`src/rtl/gpu_pkg.sv`:
```
// Shared definitions for the GPU front end: receiver FSM states, command
// byte layout and the register map the write consumers decode.
package gpu_pkg;

  // Register address width used when a block does not override it.
  localparam int ADDR_W_DEF = 7;

  // Command byte bit that marks a register-write command.
  localparam int CMD_WRITE_BIT = 7;

  // SPI command receiver states.
  typedef enum logic [1:0] {
    IDLE    = 2'd0,
    CMD     = 2'd1,
    DATA    = 2'd2,
    DISCARD = 2'd3
  } rx_state_t;

  // Register map seen by the register file and draw logic.
  localparam logic [6:0] REG_CTRL    = 7'h00;
  localparam logic [6:0] REG_STATUS  = 7'h01;
  localparam logic [6:0] REG_COLOR   = 7'h02;
  localparam logic [6:0] REG_X0      = 7'h04;
  localparam logic [6:0] REG_Y0      = 7'h05;
  localparam logic [6:0] REG_X1      = 7'h06;
  localparam logic [6:0] REG_Y1      = 7'h07;
  localparam logic [6:0] REG_DRAW    = 7'h08;

endpackage

```
`src/rtl/spi_sync_edge.sv`:
```
// Synchroniser plus edge detector for one asynchronous SPI pin.
// The level output and the rise/fall strobes leave the same register stage,
// so a strobe and the level seen alongside it always describe the same edge.
module spi_sync_edge #(
  parameter int   SYNC_STAGES = 2,
  parameter logic RESET_VAL   = 1'b0
) (
  input  logic clk,
  input  logic rst,
  input  logic din,
  output logic level,
  output logic rise,
  output logic fall
);

  logic [SYNC_STAGES-1:0] sync_q;
  logic                   sync_out;

  assign sync_out = sync_q[SYNC_STAGES-1];

  // Synchroniser chain, preset to the pin's idle level.
  // NOTE: sequential state uses <= so every flop samples pre-edge values.
  always_ff @(posedge clk or posedge rst) begin
    if (rst) begin
      sync_q <= {SYNC_STAGES{RESET_VAL}};
    end else begin
      sync_q <= {sync_q[SYNC_STAGES-2:0], din};
    end
  end

  // Edge-detect register: registered level plus single-cycle edge strobes.
  always_ff @(posedge clk or posedge rst) begin
    if (rst) begin
      level <= RESET_VAL;
      rise  <= 1'b0;
      fall  <= 1'b0;
    end else begin
      level <= sync_out;
      rise  <= sync_out & ~level;
      fall  <= ~sync_out & level;
    end
  end

endmodule

```
`src/rtl/spi_cmd_rx.sv`:
```
// SPI mode-0 write-only slave front end. Oversamples sck/mosi/cs in the clk
// domain, assembles bytes MSB-first, decodes command byte + data bytes and
// emits register writes on a valid/ready port.
// Build option: define SPI_RX_AUTOINC_EN for burst writes with address
// auto-increment; without it only the first data byte of a frame is written.
module spi_cmd_rx
  import gpu_pkg::*;
#(
  parameter int ADDR_W      = ADDR_W_DEF,
  parameter int SYNC_STAGES = 2
) (
  input  logic              clk,
  input  logic              rst,
  input  logic              spi_sck,
  input  logic              spi_mosi,
  input  logic              spi_cs,
  output logic              wr_valid,
  input  logic              wr_ready,
  output logic [ADDR_W-1:0] wr_addr,
  output logic [7:0]        wr_data,
  output logic              frame_done,
  output logic              cmd_err,
  output logic              ovf
);

  // Synchronised inputs and strobes.
  logic sck_level, sck_rise, sck_fall;
  logic cs_level, cs_rise, cs_fall;
  logic mosi_level, mosi_rise, mosi_fall;

  spi_sync_edge #(.SYNC_STAGES(SYNC_STAGES), .RESET_VAL(1'b0)) u_sck_sync (
    .clk  (clk),
    .rst  (rst),
    .din  (spi_sck),
    .level(sck_level),
    .rise (sck_rise),
    .fall (sck_fall)
  );

  spi_sync_edge #(.SYNC_STAGES(SYNC_STAGES), .RESET_VAL(1'b1)) u_cs_sync (
    .clk  (clk),
    .rst  (rst),
    .din  (spi_cs),
    .level(cs_level),
    .rise (cs_rise),
    .fall (cs_fall)
  );

  spi_sync_edge #(.SYNC_STAGES(SYNC_STAGES), .RESET_VAL(1'b0)) u_mosi_sync (
    .clk  (clk),
    .rst  (rst),
    .din  (spi_mosi),
    .level(mosi_level),
    .rise (mosi_rise),
    .fall (mosi_fall)
  );

  // Only the sck rising edge, cs edges and the mosi level drive the design.
  logic unused_strobes;
  assign unused_strobes = ^{sck_level, sck_fall, mosi_rise, mosi_fall};

  // Receiver state.
  rx_state_t         state, state_nxt;
  logic [2:0]        bit_cnt, bit_cnt_nxt;
  logic [6:0]        shreg;
  logic [ADDR_W-1:0] addr;
  logic              data_seen;     // at least one data byte completed this frame
`ifndef SPI_RX_AUTOINC_EN
  logic              extra_err_done; // surplus-byte error already reported
  logic              extra_err_set;
`endif

  // Per-cycle decisions from the output process.
  logic shift_en, byte_done;
  logic [7:0] rx_byte;
  logic latch_addr, data_byte, load, drop;
  logic cmd_err_nxt, frame_done_nxt;

  // A bit arriving in the same cycle as cs_rise still belongs to the frame,
  // because cs_rise implies cs was low up to this strobe.
  assign shift_en    = sck_rise & (~cs_level | cs_rise);
  assign byte_done   = shift_en & (bit_cnt == 3'd7);
  assign rx_byte     = {shreg, mosi_level};
  assign bit_cnt_nxt = shift_en ? bit_cnt + 3'd1 : bit_cnt;

  // FSM state register.
  always_ff @(posedge clk or posedge rst) begin
    if (rst) begin
      state <= IDLE;
    end else begin
      state <= state_nxt;
    end
  end

  // FSM next-state logic; cs_rise overrides everything after the byte has
  // been processed.
  // NOTE: every signal gets a default first so no latch is inferred.
  always_comb begin
    state_nxt = state;
    case (state)
      IDLE: begin
        if (cs_fall) state_nxt = CMD;
      end
      CMD: begin
        if (byte_done) state_nxt = rx_byte[CMD_WRITE_BIT] ? DATA : DISCARD;
      end
      DATA: begin
`ifndef SPI_RX_AUTOINC_EN
        if (byte_done) state_nxt = DISCARD;
`endif
      end
      DISCARD: begin
        state_nxt = DISCARD;
      end
      default: state_nxt = IDLE;
    endcase
    if (cs_rise) state_nxt = IDLE;
  end

  // FSM output logic: per-cycle actions and next values of the pulse outputs.
  always_comb begin
    latch_addr     = 1'b0;
    data_byte      = 1'b0;
    load           = 1'b0;
    drop           = 1'b0;
    cmd_err_nxt    = 1'b0;
    frame_done_nxt = 1'b0;
`ifndef SPI_RX_AUTOINC_EN
    extra_err_set  = 1'b0;
`endif
    case (state)
      CMD: begin
        if (byte_done) begin
          if (rx_byte[CMD_WRITE_BIT]) latch_addr  = 1'b1;
          else                        cmd_err_nxt = 1'b1;
        end
      end
      DATA: begin
        if (byte_done) begin
          data_byte = 1'b1;
          if (wr_valid && !wr_ready) drop = 1'b1;
          else                       load = 1'b1;
        end
      end
      DISCARD: begin
`ifndef SPI_RX_AUTOINC_EN
        // A surplus byte after a write is reported once per frame.
        if (byte_done && data_seen && !extra_err_done) begin
          cmd_err_nxt   = 1'b1;
          extra_err_set = 1'b1;
        end
`endif
      end
      default: ;
    endcase
    if (cs_rise && state != IDLE) begin
      if (bit_cnt_nxt != 3'd0) cmd_err_nxt = 1'b1;
      if (data_seen || data_byte) frame_done_nxt = 1'b1;
    end
  end

  // Datapath: shift register, address counter, output buffer and flags.
  always_ff @(posedge clk or posedge rst) begin
    if (rst) begin
      bit_cnt    <= 3'd0;
      shreg      <= 7'd0;
      addr       <= '0;
      data_seen  <= 1'b0;
      wr_valid   <= 1'b0;
      wr_addr    <= '0;
      wr_data    <= 8'd0;
      frame_done <= 1'b0;
      cmd_err    <= 1'b0;
      ovf        <= 1'b0;
`ifndef SPI_RX_AUTOINC_EN
      extra_err_done <= 1'b0;
`endif
    end else begin
      frame_done <= frame_done_nxt;
      cmd_err    <= cmd_err_nxt;

      if (cs_fall) begin
        bit_cnt   <= 3'd0;
        data_seen <= 1'b0;
      end else begin
        if (shift_en) begin
          shreg   <= rx_byte[6:0];
          bit_cnt <= bit_cnt_nxt;
        end
        if (data_byte) data_seen <= 1'b1;
      end

`ifndef SPI_RX_AUTOINC_EN
      if (cs_fall)            extra_err_done <= 1'b0;
      else if (extra_err_set) extra_err_done <= 1'b1;
`endif

      // Address advances on every data byte, dropped or not.
      if (latch_addr)     addr <= rx_byte[ADDR_W-1:0];
      else if (data_byte) addr <= addr + ADDR_W'(1);

      // Output buffer holds until accepted; a load in the accept cycle
      // replaces the contents and keeps wr_valid high.
      if (load) begin
        wr_valid <= 1'b1;
        wr_addr  <= addr;
        wr_data  <= rx_byte;
      end else if (wr_valid && wr_ready) begin
        wr_valid <= 1'b0;
      end

      if (cs_fall)   ovf <= 1'b0;
      else if (drop) ovf <= 1'b1;
    end
  end

endmodule

```
`config.mk`:
```
export PLATFORM = sky130hd
export DESIGN_NAME = spi_cmd_rx
export DESIGN_NICKNAME = d
export VERILOG_FILES = /design/src/rtl/gpu_pkg.sv /design/src/rtl/spi_sync_edge.sv /design/src/rtl/spi_cmd_rx.sv
export SDC_FILE = /design/constraint.sdc
export NUM_CORES = 1
export LEC_CHECK = 0
export CAP_MARGIN = 10
export CORE_ASPECT_RATIO = 0.6
export CORE_MARGIN = 4
export CORE_UTILIZATION = 38
export CTS_CLUSTER_DIAMETER = 60
export DETAILED_ROUTE_END_ITERATION = 10
export GPL_ROUTABILITY_DRIVEN = 0
export SYNTH_ARGS = -nofsm -noshare
export SYNTH_HDL_FRONTEND = slang
export SYNTH_SLANG_ARGS = --single-unit
```
`constraint.sdc`:
```
create_clock -name clk -period 1.95 [get_ports clk]
set_input_delay 0.195 -clock clk [delete_from_list [all_inputs] [get_ports clk]]
set_output_delay 0.195 -clock clk [all_outputs]
set_load 0.005 [all_outputs]
```
* Yosys cells after proc, flatten, opt, wreduce, memory -nomap -nowiden *
Index checks and enable logic that the tools add are counted.

storage, ports and cells
  register bits after elaboration = 52
  input bits = 6
  word-level logic and storage cells = 98

operators by class
  reductions and logical operators = 19
  muxes and demuxes = 39
  bitwise logic cells = 10
  $add $sub $neg = 2
  equality and inequality tests = 7

operator list
  operator               count
  $mux W1                28
  $mux W7                2
  $reduce_bool A2 Y1     7
  $mux W3                3
  $mux W2                4
  $pmux W2 S4            1
  $add A7 B1 Y7 const B  1
  $ne A3 B2 Y1 const B   2
  $and A1 B1 Y1          5
  $logic_and A1 B1 Y1    5
  $eq A2 B2 Y1 const B   2
  $not A1 Y1             4
  $add A3 B1 Y3 const B  1
  $eq A3 B3 Y1 const B   1
  $ne A3 B1 Y1 const B   1
  $reduce_and A3 Y1      1
  $reduce_bool A3 Y1     1
  $eq A2 B1 Y1 const B   1
  $logic_not A1 Y1       2
  $logic_not A2 Y1       1
  $pmux W1 S2            1
  $reduce_and A2 Y1      1
  $logic_or A1 B1 Y1     1
  $or A1 B1 Y1           1

* Depth between registers and ports, before layout *
Gate-level depths: netlist of the first run.

  depth in word-level cells = 10
  mapped depth = 7
  mapped depth without buffers = 6

* By module *
A second synthesis of the first run with hierarchy kept.

second synthesis, totals
  cell total of the unflattened synthesis = 163
  area total of the unflattened synthesis = 2,267.2 um2

by module, submodules not included
  module                           instances  cells each  area an instance (um2)
  spi_cmd_rx                       1          139         1,831.8
  spi_sync_edge (u_mosi_sync ...)  2          8           143.9
  spi_sync_edge (u_cs_sync)        1          8           147.6

* Worst setup path before layout of the first run *
OpenSTA, ideal clock, no wires.

  path kind = flip-flop to flip-flop
  start point = reg bit_cnt[0]
  end point = reg addr[6]
  stages on the path, launching flop included = 7
  slack = 0.157 ns
  library setup time = 0.126 ns
  arrival time = 1.667 ns
  buffers on the path = 1
  path through = dfrtp_1 ha_1 ha_1 and4_4 buf_8 mux2_2 a221o_1

between the ends
  cells in the longest elaborated chain, start to end = 5
  elaborated cells on any way between the ends = 8

ends and longest elaborated chain
  what                                                  RTL line                              source
  from (decl)                                           spi_cmd_rx.sv:64                      logic [2:0] bit_cnt, bit_cnt_nxt;
  from (signal assigned)                                spi_cmd_rx.sv:188                     bit_cnt <= bit_cnt_nxt;
  $eq A3 B3 Y1 (*)                                      spi_cmd_rx.sv:82                      assign byte_done = shift_en & (bit_cnt == 3'd7);
  $and A1 B1 Y1 (*)                                     spi_cmd_rx.sv:82
  $mux W1, on equally long branches                     spi_cmd_rx.sv:133, spi_cmd_rx.sv:139
  $mux W1                                               spi_cmd_rx.sv:131                     case (state)
  $mux W7 / $reduce_bool A2 Y1 (equally long branches)  -
  to (signal assigned)                                  spi_cmd_rx.sv:199                     if (latch_addr) addr <= rx_byte[ADDR_W-1:0];
  to (signal assigned)                                  spi_cmd_rx.sv:200                     else if (data_byte) addr <= addr + ADDR_W'(1);
  to (decl)                                             spi_cmd_rx.sv:66                      logic [ADDR_W-1:0] addr;

Every way passes the cells marked *; elsewhere a longest branch is shown, timed or not.
A chain may end at the register's enable or synchronous reset.

* Final worst setup path of the first run *
Ends and elaborated chain as after synthesis.

==> flow_summary.toml, run 1 <==
[setup_path]
path_max_fanout = 6
reg2reg_from = "bit_cnt[0]"
slowest_delay_ns = 0.40
worstPathCellList = "ha_1 -> ha_2 -> and4b_1 -> nand3_1 -> mux2_2 -> a221o_1"
critPathArrivalTime_ns = 2.09
crit_type = "reg -> reg"
slowest_stage = "dfrtp_1"
critPathCaptureType = "register"
worstSetupStartpointType = "register"
crit_family = "adder cells"
critPathBufInv = 0
critical_path_required_ns = 2.14
critical_path.startpoint = "bit_cnt[0]"

[synthesis]
netlist_instances = 151
syn_avg_cell_area_um2 = 14.1
netlist_area_mm2 = 0.00213
yosysMostFrequentCell = "dfrtp_1"
async_flop_share_pct = 100
synth_common_cells = "49 x dfrtp_1, 15 x mux2_2, 10 x mux2_4"
synth_seq_area_share_pct = 61.2
synth_cell_types = 38
synth_top_area_share_pct = 57.5
ys.flop_type = "dfrtp_1"
synth_top_area_cell = "dfrtp_1"
ys_warn_count = 0
synth-edff-count = 0
synthesis.nets = 160
yosys-top-cells-area = "dfrtp_1 58%, mux2_2 7.9%, mux2_4 7.0%, dfstp_2 3.7%, a221o_1 2.3%"
ys_ff_latch = 52

[finish]
finalNetCount = 190
stdcell_count = 248
drive_above_1_share_pct = 27.5
areaGrowthSynthToFinish_pct = 20.0
diodes = 0

[timing]
worst_slew_pin_slew_ns = 0.516
setup_viol = 0
fin_crit_ns = 1.90
setup_tns_ns = 0
slew_violations = 0
finalHoldViolCount = 0
skew_ns = 0.00477
slew_headroom_pct = 65.6
period_share_pct = 97.6
fmax_mhz = 525

[floorplan]
pin_count = 25
die_x_um = 105
core_mm2 = 0.00523
dieArea_mm2 = 0.00691
rows = 20
start_util_pct = 40.8
die_height_um = 66.0

[cts]
clockBufferDepth = 2
cts_tree = "built"
hold_buffers = 0
cts_root_buffer = "clkbuf_8"
htree_num_levels = 2
clkTransAtPathRegs_ns = 0.09
cts.sinks = 52
clk_latency_ns = 0.30
cts_made_buffers = 5

[grt]
first_global_vias = 1356
grtUsageTotal_pct = 12.3
antenna_found_initial = 0
overflow = 0
grt_pass1_wl_mm = 6.55
grt_max_degree = 30

[power]
p_per_area_mw_per_mm2 = 804
vdd_drop_max_uv = 380
leakagePower_nw = 1.17

[detailed_routing]
vias_per_cell = 5.30
drt-pass1-iter-count = 4
drt_iter0_markers = 61
vias = 1314
wl_mm = 4.09
drc = 0
ant_nets = 0
routedWlPerCell_um = 16.5

[run_status]
outcome = "finished, final reports clean"

[hold_path]
hold_class = "in -> async"

[place]
port_buffers = 24
placed_cells = 238
dp_hpwl_mm = 2.90

[job]
maxCapViolCount = 0
per-stage QoR:
step                hold WS, ns  power (mW)  area, µm²  util [%]  setup WS [ns]
finish                    0.234        2.06       2560      48.9         0.0461
global route              0.272        2.16       2560      48.9       -0.00363
CTS                       0.250        2.07       2540      48.5         0.0141
detailed placement        0.339        1.45       2440      46.7        -0.0156
global placement          0.332        1.44       2440      46.7         0.0922
floorplan                 0.199        1.36       2130         -          0.157
cell type report:
type / count / area (µm²)
timing repair buffer: 27 / 275
clock inverter: 1 / 7.51
inverter: 3 / 11.3
clock buffer: 7 / 86.3
multi-input combinational: 92 / 791
tap: 66 / 82.6
fill: 460 / 2670
sequential: 52 / 1310
power by group:
group          internal (mW)  leakage (nW)  total, mW  switching [mW]
clock network          0.289        0.0445      0.626           0.337
logic                 0.0984         0.444      0.163          0.0641
registers               1.16         0.684       1.27           0.104
total                   1.55          1.17       2.06           0.505
sequential cells by signal, indices dropped and copies added, names as in the netlist, 2 cells and up:
register	count
u_sck_sync.sync_q	2
wr_data	8
bit_cnt	3
shreg	7
state	2
addr	7
wr_addr	7
u_cs_sync.sync_q	2
u_mosi_sync.sync_q	2
layout by cell type, fill, tap and decap left out, types with 2 or more instances in the layout:
| cell type | count |
|---|---|
| dfrtp_1 | 49 |
| clkdlybuf4s50_1 | 24 |
| mux2_2 | 15 |
| mux2_4 | 10 |
| nand2_1 | 7 |
| nor2_1 | 7 |
| clkbuf_8 | 6 |
| a221o_1 | 5 |
| nand3_1 | 4 |
| a21oi_1 | 4 |
| nor3_1 | 3 |
| and3_1 | 3 |
| nor2b_1 | 3 |
| dfstp_2 | 3 |
| nand4_1 | 2 |
| inv_1 | 2 |
| a211oi_1 | 2 |
| o21ai_0 | 2 |
| mux2i_1 | 2 |
| nor3b_1 | 2 |
| o21ba_2 | 2 |
| ha_1 | 2 |
| buf_4 | 2 |
worst paths after layout:
path	cells after the start	endpoint	slack [ns]
setup / recovery	6	addr[6]	0.05
hold / removal	2	u_sck_sync.sync_q[0]	0.23
setup reg to reg	6	addr[6]	0.05
hold reg to reg	0	u_mosi_sync.level	0.36
max in group asynchronous	3	shreg[6]	1.18
min in group clk	1	u_cs_sync.sync_q[0]	0.29
cells by family after synthesis:
kind of cell	count (synthesis)	synth area share, %
buffers and inverters	8	2.35
muxes	27	15.9
adders and majority gates	3	1.76
xor gates and xnor gates	1	0.411
and+or+nand+nor	42	11.7
AOI/OAI and AO/OA	18	6.63
DFF	52	61.2
metal layers:
layer	GRT usage [%]	vias to the layer above	part of all wire (%)
met2	18.2	37	44
met5	0	-	0
li1	-	601	-
met3	3.51	9	5.0
met4	5.40	0	1.9
met1	16.9	667	49
repair_timing:
| item | CTS | global route |
|---|---|---|
| setup buffers | 0 | 1 |
| cloned | 0 | 1 |
| endpoints found under the setup margin | 3 | 4 |
| resized for setup | 1 | 1 |
| pin swaps | 0 | 1 |
No activity file was read; power rests on OpenSTA's default activity.
==> inputs of run 2 (changes only) <==
Settings changed: CTS_BUF_LIST set to sky130_fd_sc_hd__clkbuf_8, SLEW_MARGIN set to 20.
==> flow_summary.toml, run 2 (same netlist as run 1, synthesis figures left out) <==
[detailed_routing]
drt-pass1-iter-count = 4
ant_nets = 0
drc = 0
drt_iter0_markers = 61
vias_per_cell = 5.32
routedWlPerCell_um = 16.5
vias = 1319
wl_mm = 4.09

[setup_path]
crit_type = "reg -> reg"
timing.rr.end = "addr[6]"
critical_path_required_ns = 2.14
worstSetupStartpointType = "register"
worstPathCellList = "ha_1 -> ha_2 -> and4b_1 -> nand3_1 -> mux2_2 -> a221o_1"
slowest_delay_ns = 0.40
critPathArrivalTime_ns = 2.10
reg2reg_setup_slack_ns = 0.05
critPathCaptureType = "register"
r2r_cells = 6
crit_family = "adder cells"
slowest_stage = "dfrtp_1"
path_max_fanout = 6
reg2reg_from = "bit_cnt[0]"
critPathBufInv = 0

[cts]
cts_root_buffer = "clkbuf_8"
clkTransAtPathRegs_ns = 0.09
cts_tree = "built"
cts_made_buffers = 5
hold_buffers = 0
htree_num_levels = 2
clk_latency_ns = 0.30
cts.sinks = 52
clockBufferDepth = 2

[timing]
worst_slew_pin_slew_ns = 0.516
slew_headroom_pct = 65.6
period_share_pct = 97.7
skew_ns = 0.00454
setup_tns_ns = 0
fin_crit_ns = 1.90
fmax_mhz = 525
finalHoldViolCount = 0
setup_viol = 0
slew_violations = 0

[finish]
areaGrowthSynthToFinish_pct = 20.0
fillCellCount = 460
most-common-layout-cells = "49 x dfrtp_1, 24 x clkdlybuf4s50_1, 15 x mux2_2"
diodes = 0
fin_util_pct = 48.9
fin_area_mm2 = 0.00256
top_register = "wr_data"
drive_above_1_share_pct = 27.5
largest_reg_flops = 8
stdcell_count = 248
final_common_cell = "dfrtp_1"
finalNetCount = 190

[place]
dp_hpwl_mm = 2.90
placed_cells = 238
dpl-instance-area_mm2 = 0.00244
port_buffers = 24

[floorplan]
die_x_um = 105
pin_count = 25
start_util_pct = 40.8
rows = 20
dieArea_mm2 = 0.00691
core_mm2 = 0.00523
die_height_um = 66.0

[grt]
grt-busiest-layer = "met2"
first_global_vias = 1356
grt_max_degree = 30
grt_util_met3_pct = 3.51
grtUsageMet2_pct = 18.2
antenna_found_initial = 0
grtUsageTotal_pct = 12.3
overflow = 0
met1_usage_pct = 16.9
grt_pass1_wl_mm = 6.55

[power]
vdd_drop_max_uv = 380
leakagePower_nw = 1.18
total_power_mw = 2.05
p_per_area_mw_per_mm2 = 802

[hold_path]
hold_class = "in -> async"

[run_status]
outcome = "finished, final reports clean"

[job]
maxCapViolCount = 0
run 2: cell types whose count changed in the layout (fill, tap and decap cells not counted):
cell      previous run  this run
clkbuf_1             1         0
inv_1                2         3
run 2: report_power, final:
group	switching [mW]	internal [mW]
registers	0.104	1.16
logic	0.0642	0.0984
clock network	0.337	0.283
total	0.505	1.55
run 2: layout make-up:
type | count | area (µm²) | share of cell area (%)
Clock buffer | 6 | 82.6 | 3.23
Clock inverter | 2 | 11.3 | 0.440
Inverter | 3 | 11.3 | 0.440
Multi-Input combinational cell | 92 | 791 | 30.9
Sequential cell | 52 | 1310 | 51.0
Tap cell | 66 | 82.6 | 3.23
Timing Repair Buffer | 27 | 275 | 10.8
run 2: worst max-delay path by stage:
stage,startpoint,endpoint,cells after the start
after floorplan,bit_cnt[0],addr[6],6
after global placement,bit_cnt[0],addr[3],6
after detailed placement,bit_cnt[0],addr[2],6
after CTS,bit_cnt[0],addr[6],5
after global routing,bit_cnt[1],addr[6],6
final,bit_cnt[0],addr[6],6
run 2: worst register-to-register path: stages, from the launching register on:
cell and delay [ns]:
dfrtp_1 0.40, ha_1 0.18, ha_2 0.23, and4b_1 0.21
nand3_1 0.15, mux2_2 0.31, a221o_1 0.31
run 2: routing by layer:
layer / share of wire (%) / up-vias
met4: 2.1 / 0
met5: 0 / -
met3: 5.1 / 11
met1: 49 / 665
met2: 44 / 42
li1: - / 601
run 2: what timing repair did:
action / in CTS / in global routing
resized for setup: 1 / 1
endpoints found under the setup margin: 3 / 4
gates cloned: 0 / 1
pin swaps: 0 / 1
buffers inserted: 0 / 1
run 2: per-stage QoR:
| stage | worst slack (ns) | hold slack [ns] |
|---|---|---|
| after floorplan | 0.157 | 0.199 |
| after global placement | 0.0922 | 0.332 |
| after detailed placement | -0.0156 | 0.339 |
| after CTS | 0.0135 | 0.249 |
| after global routing | -0.00416 | 0.272 |
| final | 0.0451 | 0.233 |
==> inputs of run 3 (changes only) <==
Settings changed: ABC_AREA set to 1.
==> flow_summary.toml, run 3 <==
[cts]
cts_setup_buffers = 0
clockBufferDepth = 2
cts.sinks = 52
cts_made_buffers = 5
cts_root_buffer = "clkbuf_8"
cts_resized = 0
htree_num_levels = 2
clk_latency_ns = 0.31
hold_buffers = 0
clkTransAtPathRegs_ns = 0.09
cts_tree = "built"

[setup_path]
crit_type = "reg -> reg"
worstSetupStartpointType = "register"
critPathCaptureType = "register"
critPathArrivalTime_ns = 1.87
worstPathCellList = "ha_1 -> ha_1 -> nand3_2 -> nor2_4 -> nand2_2 -> buf_12 -> nand2_1 -> o21ai_2"
path_max_fanout = 26
r2r_cells = 8
reg2reg_setup_slack_ns = 0.28
timing.rr.end = "wr_data[0]"
slowest_stage = "dfrtp_1"
critical_path_required_ns = 2.15
slowest_delay_ns = 0.38
path_common_cell = "ha_1"
reg2reg_from = "bit_cnt[0]"

[synthesis]
netlist_instances = 235
yosysMostFrequentCell = "nand2_1"
synth_top_area_cell = "dfrtp_1"
synth_top_area_share_pct = 55.8
syn_avg_cell_area_um2 = 9.35
synth-edff-count = 0
netlist_area_mm2 = 0.00220
synth_seq_area_share_pct = 59.4
ys_ff_latch = 52
synth_cell_types = 23
synth_common_cells = "57 x nand2_1, 49 x dfrtp_1, 32 x inv_1"
ys.flop_type = "dfrtp_1"
ys_warn_count = 0
yosys-top-cells-area = "dfrtp_1 56%, nand2_1 9.7%, nand3_1 5.7%, inv_1 5.5%, o21ai_2 4.4%"
synthesis.nets = 244
async_flop_share_pct = 100

[finish]
largest_reg_flops = 8
final_common_cell = "nand2_1"
areaGrowthSynthToFinish_pct = 19.9
finalNetCount = 273
seqCellArea_mm2 = 0.00131
fillCellCount = 548
diodes = 0
top_register = "wr_data"
most-common-layout-cells = "57 x nand2_1, 49 x dfrtp_1, 32 x inv_1"
drive_above_1_share_pct = 12.5
multiInputGateArea_um2 = 741

[timing]
fin_hold_ws_ns = 0.235
skew_ns = 0.0114
setup_tns_ns = 0
slew_violations = 0
finalHoldViolCount = 0
fin_crit_ns = 1.67
worst_slew_pin_slew_ns = 0.420
slew_headroom_pct = 71.9
period_share_pct = 85.7
setup_viol = 0
grt_setup_unrepaired = "no"
fmax_mhz = 598

[floorplan]
dieArea_mm2 = 0.00710
start_util_pct = 39.3
die_x_um = 106
core_mm2 = 0.00560
pin_count = 25
die_height_um = 66.9
rows = 21

[grt]
first_global_vias = 1443
grt_util_met3_pct = 4.94
grtUsageTotal_pct = 12.2
grt_max_degree = 53
grt_pass1_wl_mm = 6.79
grtUsageMet2_pct = 16.6
met1_usage_pct = 18.1
antenna_found_initial = 0
grt-busiest-layer = "met1"
overflow = 0

[detailed_routing]
vias_per_cell = 4.46
wl_mm = 3.82
ant_nets = 0
vias = 1537
routedWlPerCell_um = 11.1
drt-pass1-iter-count = 4
drc = 0
drt_iter0_markers = 68

[power]
p_per_area_mw_per_mm2 = 760
leakagePower_nw = 1.27
seq_power_share_pct = 60.4
p_clk_share_pct = 30.1
p_sw_mw = 0.534
switching_share_pct = 26.7
intPower_mw = 1.47
vdd_drop_max_uv = 340
power_frac_comb_pct = 9.6

[place]
dp_hpwl_mm = 2.81
port_buffers = 24

[job]
maxCapViolCount = 0

[hold_path]
hold_class = "in -> async"

[run_status]
outcome = "finished, final reports clean"
## run 3: critical path: cells and delay by family (launching register included)
kind | cells | cell delay, ns
DFF | 1 | 0.38
buffers and inverters | 1 | 0.18
AOI/OAI and AO/OA | 1 | 0.05
and+or+nand+nor | 4 | 0.63
adders and majority gates | 2 | 0.32
## run 3: area by class of cell
type                    instances  area share [%]
repair buffers                 26            10.6
clock buffers                   5            2.61
inverters                      32            4.56
clock inverters                 3           0.760
well taps                      80            3.80
multi-input cells             147            28.1
flip-flops and latches         52            49.5
## run 3: how the worst max path moves through the flow
stage	startpoint	to	slack [ns]	cells past startpoint
5_1_grt	bit_cnt[0]	wr_addr[5]	0.11	8
2_1_floorplan	rst	addr[0]	0.50	1
4_1_cts	bit_cnt[0]	wr_data[1]	0.26	8
3_3_place_gp	bit_cnt[0]	wr_data[3]	0.32	8
6_report	bit_cnt[0]	wr_data[0]	0.28	8
3_5_place_dp	bit_cnt[0]	wr_data[1]	0.28	8
## run 3: metal layers
metal	part of all wire, %	up-vias
met3	6.9	4
met1	55	697
li1	-	796
met5	0	-
met4	0.55	0
met2	38	40
## run 3: power groups by stage
stage               clock network, mW  logic [mW]  registers (mW)
floorplan                           0       0.145            1.21
global placement                    0       0.196            1.23
detailed placement                  0       0.197            1.23
CTS                             0.627       0.198            1.21
global route                    0.677       0.227            1.22
finish                          0.602       0.192            1.21
## run 3: metrics by stage
step,setup slack [ns],area (µm²),util (%),std cells,total power [mW]
finish,0.279,2640,47.1,345,2.00
global route,0.108,2640,47.1,345,2.12
CTS,0.259,2640,47.1,345,2.03
detailed placement,0.283,2550,45.5,337,1.43
global placement,0.321,2550,45.5,337,1.42
floorplan,0.502,2200,-,235,1.36
## run 3: logic make-up after synthesis
group | Yosys count | synth area share (%)
AND/OR/NAND/NOR | 116 | 23.2
adder cells (fa/ha/maj) | 3 | 1.71
XOR/XNOR | 2 | 0.797
AO/OA/AOI/OAI | 26 | 8.03
buffers and inverters | 36 | 6.89
flip-flops | 52 | 59.4
